$ cat src/rtl/tick_pkg.sv
// Shared types and default sizing for the tick scheduler and its channels.
package tick_pkg;

  localparam int DEF_NUM_CH = 4;
  localparam int DEF_DIV_W  = 16;
  localparam int CH_IDX_W   = 3;

  typedef enum logic [1:0] {
    ST_OFF,
    ST_RUN,
    ST_PEND
  } tick_state_e;

endpackage

$ cat src/rtl/tick_channel.sv
// One scheduler channel: programmable divide-by-div tick pulse and square wave,
// with a shadow divisor that is applied at the next period boundary or sync.
module tick_channel
  import tick_pkg::*;
#(
  parameter int DIV_W = DEF_DIV_W
) (
  input  logic             clk,
  input  logic             rst_n,
  input  logic             load,
  input  logic [DIV_W-1:0] load_div,
  input  logic             sync,
  output logic             tick,
  output logic             tog,
  output logic             busy
);

  tick_state_e      state, state_d;
  logic [DIV_W-1:0] count, count_d;
  logic [DIV_W-1:0] div, div_d;
  logic [DIV_W-1:0] shadow, shadow_d;
  logic             tick_d, tog_d;
  logic             wrap;

  // div is zero only in OFF, so the subtraction never underflows when it matters.
  assign wrap = (div != '0) && (count == div - DIV_W'(1));
  assign busy = (state == ST_PEND);

  // NOTE: every always_comb output gets a default first so no path leaves it
  // unassigned; a missing default here would infer a latch.
  always_comb begin
    state_d  = state;
    count_d  = count;
    div_d    = div;
    shadow_d = shadow;
    tick_d   = 1'b0;
    tog_d    = tog;

    if (sync) begin
      count_d = '0;
      tog_d   = 1'b0;
      if (state == ST_PEND) begin
        div_d   = shadow;
        state_d = (shadow != '0) ? ST_RUN : ST_OFF;
      end
      // A config landing with sync behaves as if it arrived just after it.
      if (load) begin
        div_d   = load_div;
        state_d = (load_div != '0) ? ST_RUN : ST_OFF;
      end
    end else begin
      case (state)
        ST_OFF: begin
          if (load && (load_div != '0)) begin
            div_d   = load_div;
            count_d = '0;
            state_d = ST_RUN;
          end
        end
        ST_RUN, ST_PEND: begin
          if (wrap) begin
            count_d = '0;
            tick_d  = 1'b1;
            tog_d   = ~tog;
            if (state == ST_PEND) begin
              div_d = shadow;
              if (shadow == '0) begin
                state_d = ST_OFF;
                tog_d   = 1'b0;
              end else begin
                state_d = ST_RUN;
              end
            end
          end else begin
            count_d = count + DIV_W'(1);
          end
          if ((state == ST_RUN) && load) begin
            shadow_d = load_div;
            state_d  = ST_PEND;
          end
        end
        default: state_d = ST_OFF;
      endcase
    end
  end

  // NOTE: state registers use non-blocking assignments so every flop samples
  // the pre-edge values regardless of statement order.
  always_ff @(posedge clk or negedge rst_n) begin
    if (!rst_n) begin
      state  <= ST_OFF;
      count  <= '0;
      div    <= '0;
      shadow <= '0;
      tick   <= 1'b0;
      tog    <= 1'b0;
    end else begin
      state  <= state_d;
      count  <= count_d;
      div    <= div_d;
      shadow <= shadow_d;
      tick   <= tick_d;
      tog    <= tog_d;
    end
  end

endmodule

$ cat src/rtl/tick_scheduler.sv
// Multi-channel clock-enable scheduler: decodes the config port onto NUM_CH
// tick_channel instances and fans sync out to all of them.
module tick_scheduler
  import tick_pkg::*;
#(
  parameter int NUM_CH = DEF_NUM_CH,
  parameter int DIV_W  = DEF_DIV_W
) (
  input  logic                clk,
  input  logic                rst_n,
  input  logic                cfg_valid,
  output logic                cfg_ready,
  input  logic [CH_IDX_W-1:0] cfg_ch,
  input  logic [DIV_W-1:0]    cfg_div,
  input  logic                sync,
  output logic [NUM_CH-1:0]   tick,
  output logic [NUM_CH-1:0]   tog,
  output logic [NUM_CH-1:0]   busy
);

  logic [NUM_CH-1:0] load;

  // Out-of-range channel indices fall through with ready high and no load.
  always_comb begin
    cfg_ready = 1'b1;
    load      = '0;
    for (int i = 0; i < NUM_CH; i++) begin
      if (cfg_ch == CH_IDX_W'(i)) begin
        cfg_ready = ~busy[i];
        load[i]   = cfg_valid & ~busy[i];
      end
    end
  end

  for (genvar g = 0; g < NUM_CH; g++) begin : g_ch
    tick_channel #(
      .DIV_W(DIV_W)
    ) u_ch (
      .clk     (clk),
      .rst_n   (rst_n),
      .load    (load[g]),
      .load_div(cfg_div),
      .sync    (sync),
      .tick    (tick[g]),
      .tog     (tog[g]),
      .busy    (busy[g])
    );
  end

endmodule

$ cat config.mk
export PLATFORM = sky130hd
export DESIGN_NAME = tick_scheduler
export DESIGN_NICKNAME = d
export VERILOG_FILES = /design/src/rtl/tick_pkg.sv /design/src/rtl/tick_channel.sv /design/src/rtl/tick_scheduler.sv
export SDC_FILE = /design/constraint.sdc
export NUM_CORES = 1
export LEC_CHECK = 0
export CORE_MARGIN = 8
export CORE_UTILIZATION = 49
export DETAILED_ROUTE_END_ITERATION = 6
export PLACE_DENSITY = 0.76
export SETUP_SLACK_MARGIN = 0.5
export SLEW_MARGIN = 15
export SYNTH_ARGS = -nofsm -noshare
export SYNTH_HDL_FRONTEND = slang
export SYNTH_SLANG_ARGS = --single-unit
$ cat constraint.sdc
create_clock -name clk -period 6.2 [get_ports clk]
set_input_delay 0.93 -clock clk [delete_from_list [all_inputs] [get_ports clk]]
set_output_delay 0.93 -clock clk [all_outputs]
set_load 0.01 [all_outputs]
==> flow_metrics.env <==
export IMPL_status="finished clean"
export IMPL_syn_inst=1341
export IMPL_cts_hold_buffers_added=0
export IMPL_synth_common_cells="208 x dfrtp_1, 89 x nor2_1, 68 x mux2_2, 63 x xor2_1, 62 x nand2_1"
export IMPL_die_w_um=178
export IMPL_worst_pin_slew_ps=1060
export IMPL_via_count=10700
export IMPL_post_drt_wl_per_cell_um=19.8
export IMPL_grt_pass1_vias=10200
export IMPL_cp_common_cell="nor2_2"
export IMPL_seqPwrFrac_pct=39.1
export IMPL_start_util_pct=49.7
export IMPL_antenna_found_initial=0
export IMPL_port_buffers=35
export IMPL_grt_pass1_wl_um=54200
export IMPL_worstPathRequired_ps=6580
export IMPL_synth_compound_area_share_pct=17.7
export IMPL_drv_cap=0
export IMPL_grtUsageMet3_pct=3.64
export IMPL_yosys_area_share_simple_pct=20.5
export IMPL_drt_wl_total_um=32800
export IMPL_peakVddDrop_uv=267
export IMPL_switching_share_pct=38.8
export IMPL_slowest_delay_ps=610
export IMPL_drcViolationCount=0
export IMPL_finClkSkew_ps=35.4
export IMPL_syn_nets=1388
export IMPL_synth_edff_count=0
export IMPL_use_met1_pct=30.0
export IMPL_setup_ws_ps=2250
export IMPL_clkTransAtPathRegs_ps=60
export IMPL_p_leak_nw=5.78
export IMPL_synth_top_cell_area_share_pct=40.3
export IMPL_die_h_um=178
export IMPL_switching_power_mw=2.33
export IMPL_gr_usage_met2_pct=31.0
export IMPL_period_needed_ps=3950
export IMPL_hpwl_um=22800
export IMPL_htreeDepth=1
export IMPL_slowest_stage="or4b_1"
export IMPL_drv_slew=0
export IMPL_combPwrFrac_pct=35.3
export IMPL_hold_class="in -> async"
export IMPL_cts_resized_gates=0
export IMPL_synthAdderAreaFrac_pct=2.33
export IMPL_io_pins=36
export IMPL_clock_path_buffers=3
export IMPL_synth_avg_cell_area_sq_um=9.63
export IMPL_synth_top_family_by_area="simple AND/OR/NAND/NOR gates"
export IMPL_fin_setup_tns_ps=0
export IMPL_hold_viol=0
export IMPL_synthToLayoutAreaGrowth_pct=9.74
export IMPL_gp_congestion=0.926
export IMPL_synthXorXnorAreaFrac_pct=7.46
export IMPL_synth_area_leader_cell="dfrtp_1"
export IMPL_setup_viol=0
export IMPL_diodes=0
export IMPL_drtPass1Iterations=7
export IMPL_yosys_most_used_dff="dfrtp_1"
export IMPL_yosys_warnings=0
export IMPL_yosys_register_bits=208
export IMPL_numClockSinks=208
export IMPL_timing_final_crit_share_pct=63.8
export IMPL_post_place_cells=1618
export IMPL_instances_no_fill=1657
export IMPL_grt_max_degree=124
export IMPL_dp_slack_ps=1870
export IMPL_start_kind="register"
export IMPL_drive_gt1_share_pct=12.8
export IMPL_core_area_sq_um=26000
export IMPL_synth_most_common_cell="dfrtp_1"
export IMPL_cts_tree="done"
export IMPL_fmax_mhz=253
export IMPL_rsz0062_at_grt="no"
export IMPL_drt_antenna_violating_nets=0
export IMPL_ys_seq_area_share_pct=40.3
export IMPL_power_total_mw=6.00
export IMPL_netlist_area_sq_um=12900
export IMPL_die_area_sq_um=31800
export IMPL_cts_setup_buffers=0
export IMPL_cp_max_fo=16
export IMPL_power_internal_mw=3.67
export IMPL_critPathCaptureType="register"
export IMPL_slew_headroom_pct=28.7
export IMPL_drt_iter0_drc=1169
export IMPL_crit_chain="inv_1 > ha_1 > or4b_1 > a2111oi_0 > nand4_1 > a2111oi_4 > nor2_2 > nor2_2 > buf_4 > a2bb2oi_1"
export IMPL_worstPathArrival_ps=4340
export IMPL_clock_latency_ps=540
export IMPL_gr_max_usage_layer="met2"
export IMPL_yosys_top_cells_area="dfrtp_1 40%, mux2_2 5.9%, xor2_1 4.3%, xnor2_1 3.2%, o22ai_1 2.7%"
export IMPL_clock_root_buffer="clkbuf_16"
export IMPL_grt_overflow=0
export IMPL_final_nets=1356
export IMPL_numCtsBuffers=24
export IMPL_yosysUniqueCellTypes=82
export IMPL_grt_usage_pct=20.6
export IMPL_async_flop_share_pct=100
export IMPL_clockPowerShare_pct=25.6
export IMPL_critical_path_class="reg -> reg"
export IMPL_routed_via_density=6.44
export IMPL_p_per_area_nw_per_um2=423
export IMPL_rows=59
export IMPL_synth_mux_area_share_pct=6.96
==> through the flow <==
stage | utilization [%] | hold WS [ps] | instance area [sq um]
2_1_floorplan | - | 493 | 12900
3_3_place_gp | 51.2 | 502 | 13300
3_5_place_dp | 51.2 | 519 | 13300
4_1_cts | 54.5 | 436 | 14200
5_1_grt | 54.5 | 481 | 14200
6_report | 54.5 | 403 | 14200
==> metal layers <==
layer | wire length [um] | vias up
li1 | - | 4898
met1 | 15200 | 5296
met2 | 14300 | 408
met3 | 2610 | 68
met4 | 708 | 0
met5 | 0 | -
==> kinds of logic after synthesis <==
kind of cell,Yosys count
multiplexers,80
XOR/XNOR,110
AND/OR/NAND/NOR,469
adder cells (fa/ha/maj),24
flip-flops,208
buffers and inverters,137
AO/OA/AOI/OAI,313
==> flip-flops by register name, indices dropped and copies added (netlist names) <==
name / cells
g_ch.u_ch.shadow: 64
g_ch.u_ch.state: 8
g_ch.u_ch.div: 64
g_ch.u_ch.tick: 4
g_ch.u_ch.tog: 4
g_ch.u_ch.count: 64
==> cells in the final DEF (no fill, tap or decap), types with 7 or more instances in the layout <==
| master | instances |
|---|---|
| nor3_1 | 51 |
| a31oi_1 | 7 |
| nand3b_1 | 20 |
| and4_1 | 8 |
| nor4_1 | 45 |
| nand2_1 | 62 |
| clkbuf_16 | 24 |
| xor2_1 | 63 |
| mux2i_1 | 11 |
| buf_4 | 10 |
| mux2_2 | 68 |
| a211oi_1 | 7 |
| and2_1 | 10 |
| or4_1 | 12 |
| o21ai_0 | 56 |
| a2bb2oi_2 | 20 |
| nor2b_1 | 25 |
| nand3_1 | 35 |
| and3_1 | 29 |
| o22ai_1 | 56 |
| nor2_1 | 88 |
| dfrtp_1 | 208 |
| nand2b_1 | 11 |
| a2bb2oi_1 | 31 |
| or3_1 | 7 |
| a22o_1 | 16 |
| a21oi_1 | 44 |
| xnor2_1 | 47 |
| o21ai_1 | 9 |
| inv_1 | 32 |
| ha_1 | 24 |
| clkdlybuf4s50_1 | 34 |
| nand4_1 | 28 |
==> power by group through the flow <==
stage	Combinational [mW]	Sequential (mW)	Clock [mW]
after floorplan	1.83	2.06	0
after global placement	2.01	2.33	0
after detailed placement	2.07	2.34	0
after CTS	2.09	2.33	1.56
after global routing	2.32	2.41	1.61
final	2.12	2.34	1.53
==> worst paths after layout <==
path | from | endpoint | slack (ps) | cells after the start
worst max-delay path | g_ch[3].u_ch.div[0] | g_ch[3].u_ch.div[1] | 2250 | 10
worst min-delay path | rst_n | g_ch[2].u_ch.count[12] | 400 | 1
worst max register to register | g_ch[3].u_ch.div[0] | g_ch[3].u_ch.div[1] | 2250 | 10
worst min register to register | g_ch[2].u_ch.shadow[5] | g_ch[2].u_ch.shadow[5] | 530 | 1
max in group asynchronous | rst_n | g_ch[3].u_ch.tick | 4670 | 2
min in group clk | g_ch[2].u_ch.shadow[5] | g_ch[2].u_ch.shadow[5] | 530 | 1
==> final cells by class <==
type,instances,area (sq um)
fillers,2239,11800
multi-input cells,996,7110
flip-flops and latches,208,5200
clock buffers,26,618
repair buffers,46,449
well taps,335,419
clock inverters,13,235
inverters,33,124
==> critical path: cells and delay by family, from the launching register on <==
kind	cells	cell delay [ps]
and+or+nand+nor	4	1590
AOI/OAI and AO/OA	3	970
DFF	1	460
buffers and inverters	2	450
adders and majority gates	1	300
No activity file was read; power rests on OpenSTA's default activity.
